## config.mk

```make
export PLATFORM = sky130hd
export DESIGN_NAME = mem_bus_arbiter
export DESIGN_NICKNAME = d
export VERILOG_FILES = /design/src/rtl/mem_bus_arbiter.sv
export SDC_FILE = /design/constraint.sdc
export NUM_CORES = 1
export LEC_CHECK = 0
export CORE_MARGIN = 3
export CORE_UTILIZATION = 48
export CTS_BUF_LIST = sky130_fd_sc_hd__clkbuf_16
export CTS_CLUSTER_DIAMETER = 50
export CTS_CLUSTER_SIZE = 10
export DETAILED_ROUTE_END_ITERATION = 12
export PLACE_DENSITY = 0.86
export SYNTH_ARGS = -nofsm -noshare
export SYNTH_HDL_FRONTEND = slang
export SYNTH_SLANG_ARGS = --single-unit
```

## constraint.sdc

```tcl
create_clock -name clk -period 3.75 [get_ports clk]
set_clock_uncertainty 0.15 [all_clocks]
set_input_delay 0.5625 -clock clk [delete_from_list [all_inputs] [get_ports clk]]
set_output_delay 0.5625 -clock clk [all_outputs]
set_load 0.005 [all_outputs]
```

## src/rtl/mem_bus_arbiter.sv

```systemverilog
// Round-robin two-master arbiter with lock and watchdog onto one byte-wide memory port.
// Latency: strobe 1 cycle after request, mX_ack 1 cycle after mem_ack; losing master is held off, never dropped.
module mem_bus_arbiter #(
    parameter int ADDR_W  = 16,
    parameter int DATA_W  = 8,
    parameter int TIMEOUT = 255
) (
    input  logic              clk,
    input  logic              reset_n,
    input  logic [ADDR_W-1:0] m0_addr,
    input  logic              m0_rd_req,
    input  logic              m0_wr_req,
    input  logic [DATA_W-1:0] m0_wr_data,
    input  logic              m0_lock,
    output logic [DATA_W-1:0] m0_rd_data,
    output logic              m0_ack,
    output logic              m0_err,
    input  logic [ADDR_W-1:0] m1_addr,
    input  logic              m1_rd_req,
    input  logic              m1_wr_req,
    input  logic [DATA_W-1:0] m1_wr_data,
    input  logic              m1_lock,
    output logic [DATA_W-1:0] m1_rd_data,
    output logic              m1_ack,
    output logic              m1_err,
    output logic [ADDR_W-1:0] mem_addr,
    output logic [DATA_W-1:0] mem_wr_data,
    output logic              mem_wr_enable,
    output logic              mem_rd_req,
    input  logic [DATA_W-1:0] mem_rd_data,
    input  logic              mem_ack,
    output logic [1:0]        grant
);

    typedef enum logic [1:0] {S_IDLE, S_WAIT, S_DONE} state_t;

    localparam int                CNT_W    = (TIMEOUT > 1) ? $clog2(TIMEOUT) : 1;
    localparam logic [CNT_W-1:0]  CNT_LAST = CNT_W'(TIMEOUT - 1);

    state_t             r_state;
    state_t             w_state_nxt;
    logic [ADDR_W-1:0]  r_mem_addr;
    logic [DATA_W-1:0]  r_mem_wr_data;
    logic               r_wr_en;
    logic               r_rd_req;
    logic [1:0]         r_grant;
    logic               r_owner;
    logic               r_last;
    logic               r_lock_vld;
    logic               r_lock_id;
    logic [CNT_W-1:0]   r_cnt;
    logic [DATA_W-1:0]  r_m0_rd_data;
    logic [DATA_W-1:0]  r_m1_rd_data;
    logic [1:0]         r_ack;
    logic [1:0]         r_err;

    logic               w_req0;
    logic               w_req1;
    logic               w_lock_hit;
    logic               w_sel;
    logic               w_gnt;
    logic               w_wr;
    logic               w_timeout;

    always_comb begin
        w_req0      = m0_rd_req | m0_wr_req;
        w_req1      = m1_rd_req | m1_wr_req;
        w_lock_hit  = r_lock_vld && (r_lock_id ? w_req1 : w_req0);
        w_gnt       = w_req0 | w_req1;
        w_sel       = 1'b0;
        if (w_lock_hit) begin
            w_sel = r_lock_id;
        end else if (w_req0 && w_req1) begin
            w_sel = ~r_last;
        end else begin
            w_sel = w_req1;
        end
        w_wr        = w_sel ? m1_wr_req : m0_wr_req;
        w_timeout   = (TIMEOUT != 0) && (r_cnt == CNT_LAST);
        w_state_nxt = r_state;
        case (r_state)
            S_IDLE:  if (w_gnt) w_state_nxt = S_WAIT;
            S_WAIT:  if (mem_ack || w_timeout) w_state_nxt = S_DONE;
            S_DONE:  w_state_nxt = S_IDLE;
            default: w_state_nxt = S_IDLE;
        endcase
    end

    always_ff @(posedge clk or negedge reset_n) begin
        if (!reset_n) begin
            r_state <= S_IDLE;
        end else begin
            r_state <= w_state_nxt;
        end
    end

    always_ff @(posedge clk or negedge reset_n) begin
        if (!reset_n) begin
            r_mem_addr    <= '0;
            r_mem_wr_data <= '0;
            r_wr_en       <= 1'b0;
            r_rd_req      <= 1'b0;
            r_grant       <= 2'b00;
            r_owner       <= 1'b0;
            r_last        <= 1'b1;
            r_lock_vld    <= 1'b0;
            r_lock_id     <= 1'b0;
            r_cnt         <= '0;
            r_m0_rd_data  <= '0;
            r_m1_rd_data  <= '0;
            r_ack         <= 2'b00;
            r_err         <= 2'b00;
        end else begin
            case (r_state)
                S_IDLE: begin
                    // A stale lock whose owner went quiet must not block the other master.
                    if (r_lock_vld && !w_lock_hit) begin
                        r_lock_vld <= 1'b0;
                    end
                    if (w_gnt) begin
                        r_mem_addr    <= w_sel ? m1_addr : m0_addr;
                        r_mem_wr_data <= w_sel ? m1_wr_data : m0_wr_data;
                        r_wr_en       <= w_wr;
                        r_rd_req      <= ~w_wr;
                        r_grant       <= w_sel ? 2'b10 : 2'b01;
                        r_owner       <= w_sel;
                        r_last        <= w_sel;
                        r_cnt         <= '0;
                    end
                end
                S_WAIT: begin
                    if (mem_ack) begin
                        r_wr_en  <= 1'b0;
                        r_rd_req <= 1'b0;
                        if (r_rd_req) begin
                            if (r_owner) r_m1_rd_data <= mem_rd_data;
                            else         r_m0_rd_data <= mem_rd_data;
                        end
                        r_ack[r_owner] <= 1'b1;
                    end else if (w_timeout) begin
                        r_wr_en  <= 1'b0;
                        r_rd_req <= 1'b0;
                        if (r_owner) r_m1_rd_data <= '1;
                        else         r_m0_rd_data <= '1;
                        r_ack[r_owner] <= 1'b1;
                        r_err[r_owner] <= 1'b1;
                    end else begin
                        r_cnt <= r_cnt + CNT_W'(1);
                    end
                end
                S_DONE: begin
                    r_ack      <= 2'b00;
                    r_err      <= 2'b00;
                    r_grant    <= 2'b00;
                    r_lock_vld <= r_owner ? m1_lock : m0_lock;
                    r_lock_id  <= r_owner;
                end
                default: begin
                    r_ack   <= 2'b00;
                    r_err   <= 2'b00;
                    r_grant <= 2'b00;
                end
            endcase
        end
    end

    assign mem_addr      = r_mem_addr;
    assign mem_wr_data   = r_mem_wr_data;
    assign mem_wr_enable = r_wr_en;
    assign mem_rd_req    = r_rd_req;
    assign grant         = r_grant;
    assign m0_rd_data    = r_m0_rd_data;
    assign m1_rd_data    = r_m1_rd_data;
    assign m0_ack        = r_ack[0];
    assign m1_ack        = r_ack[1];
    assign m0_err        = r_err[0];
    assign m1_err        = r_err[1];

endmodule

```

==> impl_metrics.tcl, run 1 <==
set metrics [dict create \
    status "finished clean" \
    synth_warnings 0 \
    portBuffers 112 \
    syn_inst 268 \
    tightestPinTransition_ns 0.889 \
    setup-violations-final 0 \
    slew_violations 0 \
    p_int_mw 2.41 \
    holdCritPathClass "primary input to async pin" \
    p_clk_share_pct 24.0 \
    fmax_mhz 440 \
    synth_adder_area_share_pct 0.831 \
    drive_above_1_share_pct 8.97 \
    wl_mm 8.82 \
    min_period_over_period_pct 60.5 \
    fin_crit_ns 2.27 \
    required_ns 3.83 \
    cts_buffer_depth 2 \
    syn-num-nets 335 \
    finalHoldViolCount 0 \
    combPwrFrac_pct 42.6 \
    p_sw_mw 1.18 \
    synth_top_family_by_area "compound AO/OA/AOI/OAI gates" \
    cap_violations 0 \
    syn_area_um2 3010 \
    ant_nets 0 \
    seq_area_frac_synth_pct 51.6 \
    timing.rr.end "mem_addr[0]" \
    syn_area_per_cell_um2 11.2 \
    synthArstFlopShare_pct 100 \
    hpwl_mm 5.97 \
    coreArea_um2 5990 \
    initial_core_util_pct 50.3 \
    synth_top_area_share_pct 50.7 \
    vias_per_cell 6.11 \
    dp_slack_ns 1.14 \
    antenna_found_initial 0 \
    ir_drop_mv 0.548 \
    drt_iter0_markers 207 \
    wire_per_inst_um 19.4 \
    synth_top_cell_by_area "dfrtp_1" \
    crit_arrival_ns 2.35 \
    synth-xor-area-share_pct 0.582 \
    p_seq_share_pct 33.5 \
    yosysUniqueCellTypes 53 \
    grt_pass1_wl_mm 13.9 \
    drt-pass1-iter-count 4 \
    grt_usage_pct 24.3 \
    worst_setup_path_start_kind "primary input" \
    synth-simple-area-share_pct 10.6 \
    gp_congestion 0.822 \
    ios 113 \
    cts_hold_buf 0 \
    synth.most_common_cell "dfrtp_1" \
    synth_edf_count 0 \
    slew-limit-headroom_pct 40.7 \
    die_y_um 85.2 \
    grt_overflow 0 \
    dieWidth_um 85.2 \
    synthTopCellsByCount "dfrtp_1, o21ai_0, a31oi_1, a2bb2oi_1, o32a_1" \
    clock-sinks 62 \
    vias 2773 \
    reg2reg_from "r_last" \
    end_kind "register" \
    cts_buffers 9 \
    layout.nets 441 \
    reg2regPathDepth 4 \
    grt_pass1_vias 2903 \
    ctsRootBufferMaster "clkbuf_16" \
    die_area_um2 7260 \
    antennaDiodeCount 0 \
    ys_top_cells_by_area "dfrtp_1, a2bb2oi_1, o32a_1" \
    ys_ff_latch 62 \
    rows 28 \
    worstPathMaxFanout 30 \
    switching_share_pct 32.8 \
    syn2layout_area_growth_pct 46.7 \
    reg2reg_slack_ns 1.76 \
    remaining_drc_errors 0 \
    h-tree-depth 3 \
    ys.flop_type "dfrtp_1" \
    crit_type "primary input to register" \
    cts_tree "built" \
    ctsResizeCount 0 \
    synth_mux_area_share_pct 0.332 \
    cts_setup_buffers 0 \
    clkTransAtPathRegs_ns 0.05 \
    fin_tns_setup_ns 0 \
    synth_compound_area_share_pct 30.6 \
    setup_ws_ns 1.48 \
    clock_latency_ns 0.32 \
    power.density_nw_per_um2 812 \
    rsz0062_at_grt "no" \
    grt_max_degree 40 \
    power_leakage_nw 1.77 \
]
## power by group through the flow
stage / logic (mW) / clock network [mW] / registers, mW
CTS: 1.53 / 0.875 / 1.20
global placement: 1.47 / 0 / 1.19
finish: 1.53 / 0.860 / 1.20
global route: 1.65 / 0.903 / 1.24
floorplan: 0.842 / 0 / 1.15
detailed placement: 1.52 / 0 / 1.19
## routing by layer
metal,part of all wire [%],up-vias,GRT usage (%)
met5,0,-,0
met4,3.3,0,12.1
met3,5.9,27,4.37
met2,51,117,40.0
met1,40,1368,30.8
li1,-,1261,-
## worst max path at each step
stage,startpoint,end,slack (ns),depth (start not counted)
floorplan,r_cnt[0],r_cnt[4],1.97,6
global placement,m0_wr_req,r_cnt[5],1.22,5
detailed placement,m0_wr_req,mem_wr_data[7],1.14,5
CTS,m0_wr_req,mem_wr_data[7],1.48,5
global route,m0_wr_req,mem_addr[13],1.37,5
finish,m0_wr_req,mem_addr[14],1.48,5
## worst max-delay path: stages
cell	delay (ns)
clkdlybuf4s50_1	0.63
nor4_4	0.10
or2_4	0.26
nor2_4	0.56
a2bb2oi_1	0.23
## cells in the final DEF, fill, tap and decap left out, drive strengths merged, types with 3 or more instances in the layout
cell	n
clkbuf	9
inv	6
nand3	5
nor2b	3
a21oi	7
nand4	3
dfrtp	61
nor2	10
nand2	15
clkdlybuf4s50	111
clkinv	4
o32a	16
o21ai	31
a31oi	25
a2bb2oi	24
nor3	4
buf	4
## registers in the layout, summed over array words and instances (netlist names)
register,cells
mem_addr,16
m0_rd_data,8
m1_rd_data,8
mem_wr_data,8
r_cnt,8
grant,2
r_ack,2
r_err,2
r_state,2
mem_rd_req,1
mem_wr_enable,1
r_last,1
r_lock_id,1
r_lock_vld,1
r_owner,1
## cell families (layout without fill, tap and decap cells)
group / count (synthesis) / count (layout)
multiplexers: 1 / 1
buffers and inverters: 26 / 137
XOR/XNOR: 2 / 2
AO/OA/AOI/OAI: 123 / 123
flip-flops: 62 / 62
adder cells (fa/ha/maj): 2 / 2
AND/OR/NAND/NOR: 52 / 52
## final cells by class
class                      instances  area (µm²)
clock inverter                     7        88.8
multi-input combinational        180        1290
clock buffer                       9         225
timing repair buffer             115        1140
tap                               75        93.8
fill                             418        1570
sequential                        62        1550
inverter                           6        22.5
## stage by stage
stage / hold WS (ns) / total power, mW / std cells / utilization (%) / area, µm²
floorplan: 0.117 / 1.99 / 268 / - / 3010
global placement: 0.317 / 2.66 / 438 / 68.5 / 4100
detailed placement: 0.329 / 2.72 / 438 / 68.5 / 4100
CTS: 0.237 / 3.61 / 454 / 73.7 / 4420
global route: 0.275 / 3.79 / 454 / 73.7 / 4420
finish: 0.210 / 3.59 / 454 / 73.7 / 4420
No activity file was read; power rests on OpenSTA's default activity.
==> inputs of run 2 (changes only) <==
--- a/config.mk
+++ b/config.mk
@@ -6,12 +6,12 @@
 export NUM_CORES = 1
 export LEC_CHECK = 0
 export CORE_MARGIN = 3
-export CORE_UTILIZATION = 48
+export CORE_UTILIZATION = 44
 export CTS_BUF_LIST = sky130_fd_sc_hd__clkbuf_16
 export CTS_CLUSTER_DIAMETER = 50
 export CTS_CLUSTER_SIZE = 10
 export DETAILED_ROUTE_END_ITERATION = 12
-export PLACE_DENSITY = 0.86
+export PLACE_DENSITY = 0.8
 export SYNTH_ARGS = -nofsm -noshare
 export SYNTH_HDL_FRONTEND = slang
 export SYNTH_SLANG_ARGS = --single-unit
==> constraint.sdc (replaced) <==
create_clock -name clk -period 2.15 [get_ports clk]
set_clock_uncertainty 0.15 [all_clocks]
set_input_delay 0.3225 -clock clk [delete_from_list [all_inputs] [get_ports clk]]
set_output_delay 0.3225 -clock clk [all_outputs]
set_load 0.005 [all_outputs]
==> run 2 against run 1 <==
Net effect:
- first-iteration DRC count down 27%
- final area up 2.6%
- power up 79%
- largest power group unchanged
- non-clock buffer count up 9
- hold slack better by 0.14 ns
==> impl_metrics.tcl, run 2 (same netlist as run 1, synthesis figures left out) <==
set metrics [dict create \
    status "finished clean" \
    die_area_um2 7870 \
    crit_type "register to register" \
    final_cell_mix "clkdlybuf4s50_1, dfrtp_1, o21ai_0, a31oi_1, a2bb2oi_1" \
    crit_arrival_ns 2.10 \
    final_util_pct 69.8 \
    cts_tree "built" \
    gp_congestion 0.814 \
    initial_core_util_pct 46.4 \
    antenna_found_initial 0 \
    fmax_mhz 497 \
    hpwl_mm 6.05 \
    syn2layout_area_growth_pct 50.5 \
    vias 2764 \
    required_ns 2.24 \
    remaining_drc_errors 0 \
    largest_reg_flops 16 \
    layout.nets 450 \
    grt_pass1_vias 2835 \
    drive_above_1_share_pct 10.6 \
    antennaDiodeCount 0 \
    fillers 501 \
    cp-startpoint "r_cnt[0]" \
    fin_crit_ns 2.01 \
    ios 113 \
    power_mw 6.44 \
    dieWidth_um 88.7 \
    die_y_um 88.7 \
    slew_violations 0 \
    reg2reg_from "r_cnt[0]" \
    finalHoldViolCount 0 \
    ant_nets 0 \
    drt-pass1-iter-count 4 \
    slew-limit-headroom_pct 51.4 \
    portBuffers 112 \
    grt_usage_pct 23.5 \
    cts_buffers 9 \
    timing.rr.end "r_cnt[4]" \
    clock-sinks 62 \
    min_period_over_period_pct 93.5 \
    ctsRootBufferMaster "clkbuf_16" \
    worst_setup_path_start_kind "register" \
    power.density_nw_per_um2 1420 \
    reg2reg_slack_ns 0.14 \
    holdCritPathClass "register to register" \
    tightestPinTransition_ns 0.727 \
    cts_buffer_depth 2 \
    wl_mm 9.05 \
    final_common_cell "clkdlybuf4s50_1" \
    grt_pass1_wl_mm 14.2 \
    rows 29 \
    end_kind "register" \
    worstPathMaxFanout 10 \
    cap_violations 0 \
    grt_max_degree 63 \
    fin_tns_setup_ns 0 \
    vias_per_cell 5.94 \
    coreArea_um2 6490 \
    clkTransAtPathRegs_ns 0.05 \
    crit_end "r_cnt[4]" \
    reg2regPathDepth 6 \
    power_leakage_nw 1.83 \
    setup-violations-final 0 \
    clock_latency_ns 0.32 \
    drt_iter0_markers 151 \
    h-tree-depth 3 \
    rsz0062_at_grt "no" \
    ir_drop_mv 0.698 \
    hold_slack_ns 0.352 \
    grt_overflow 0 \
    wire_per_inst_um 19.5 \
]
[run 2: cell count changes in the layout (fill, tap and decap cells not counted)]
cell           before  now
clkinv_2            1    0
buf_12              0    2
clkinv_4            1    0
dlygate4sd3_1       0    1
o22a_2              0    1
inv_1               6    8
clkinvlp_4          1    0
o22a_1              1    0
buf_4               3    9
bufinv_16           2    3
[run 2: metrics by stage]
stage / cells / area [µm²] / setup slack, ns
after floorplan: 268 / 3010 / 0.375
after global placement: 448 / 4190 / -0.107
after detailed placement: 448 / 4190 / -0.151
after CTS: 465 / 4530 / 0.135
after global routing: 465 / 4530 / 0.0375
final: 465 / 4530 / 0.139
[run 2: report_power, final]
group / internal [mW] / total (mW) / leakage [nW] / switching [mW]
clock network: 1.11 / 1.61 / 0.167 / 0.498
registers: 1.69 / 2.08 / 0.741 / 0.389
logic: 1.57 / 2.74 / 0.926 / 1.18
total: 4.37 / 6.44 / 1.83 / 2.06
[run 2: final cells by class]
| cell class | instances | area [µm²] | share of cell area, % |
|---|---|---|---|
| Timing Repair Buffer | 124 | 1230 | 27.2 |
| Inverter | 6 | 22.5 | 0.497 |
| Clock inverter | 7 | 105 | 2.32 |
| Multi-Input combinational cell | 180 | 1300 | 28.6 |
| Sequential cell | 62 | 1550 | 34.3 |
| Clock buffer | 9 | 225 | 4.97 |
| Tap cell | 77 | 96.3 | 2.13 |
[run 2: routing by layer]
layer / share of wire, % / track usage [%] / vias up / routed length [µm]
li1: - / - / 1270 / -
met1: 41 / 30.1 / 1372 / 3690
met2: 51 / 36.4 / 95 / 4590
met3: 5.7 / 6.61 / 27 / 516
met4: 2.9 / 11.7 / 0 / 260
met5: 0 / 0 / - / 0
[run 2: repair_timing]
action / in CTS / in global routing
buffers inserted: 0 / 0
setup endpoints to repair: 0 / 5
gates resized for setup: 0 / 1
hold buffers: 1 / 0
endpoints found under the hold margin: 61 / 0
[run 2: worst min path at each step]
stage,end,from,depth (start not counted)
finish,m0_rd_data[1],m0_rd_data[1],1
global route,m1_rd_data[0],m1_rd_data[0],1
global placement,mem_addr[5],reset_n,2
floorplan,grant[0],reset_n,0
detailed placement,mem_addr[0],reset_n,2
CTS,m0_rd_data[1],m0_rd_data[1],1
[run 2: worst max-delay path: stages (launching register included)]
cell and delay, ns:
dfrtp_1 0.43, inv_1 0.06, ha_1 0.23, nand3_1 0.23, o21bai_4 0.16, or4_1 0.50, a21oi_1 0.17
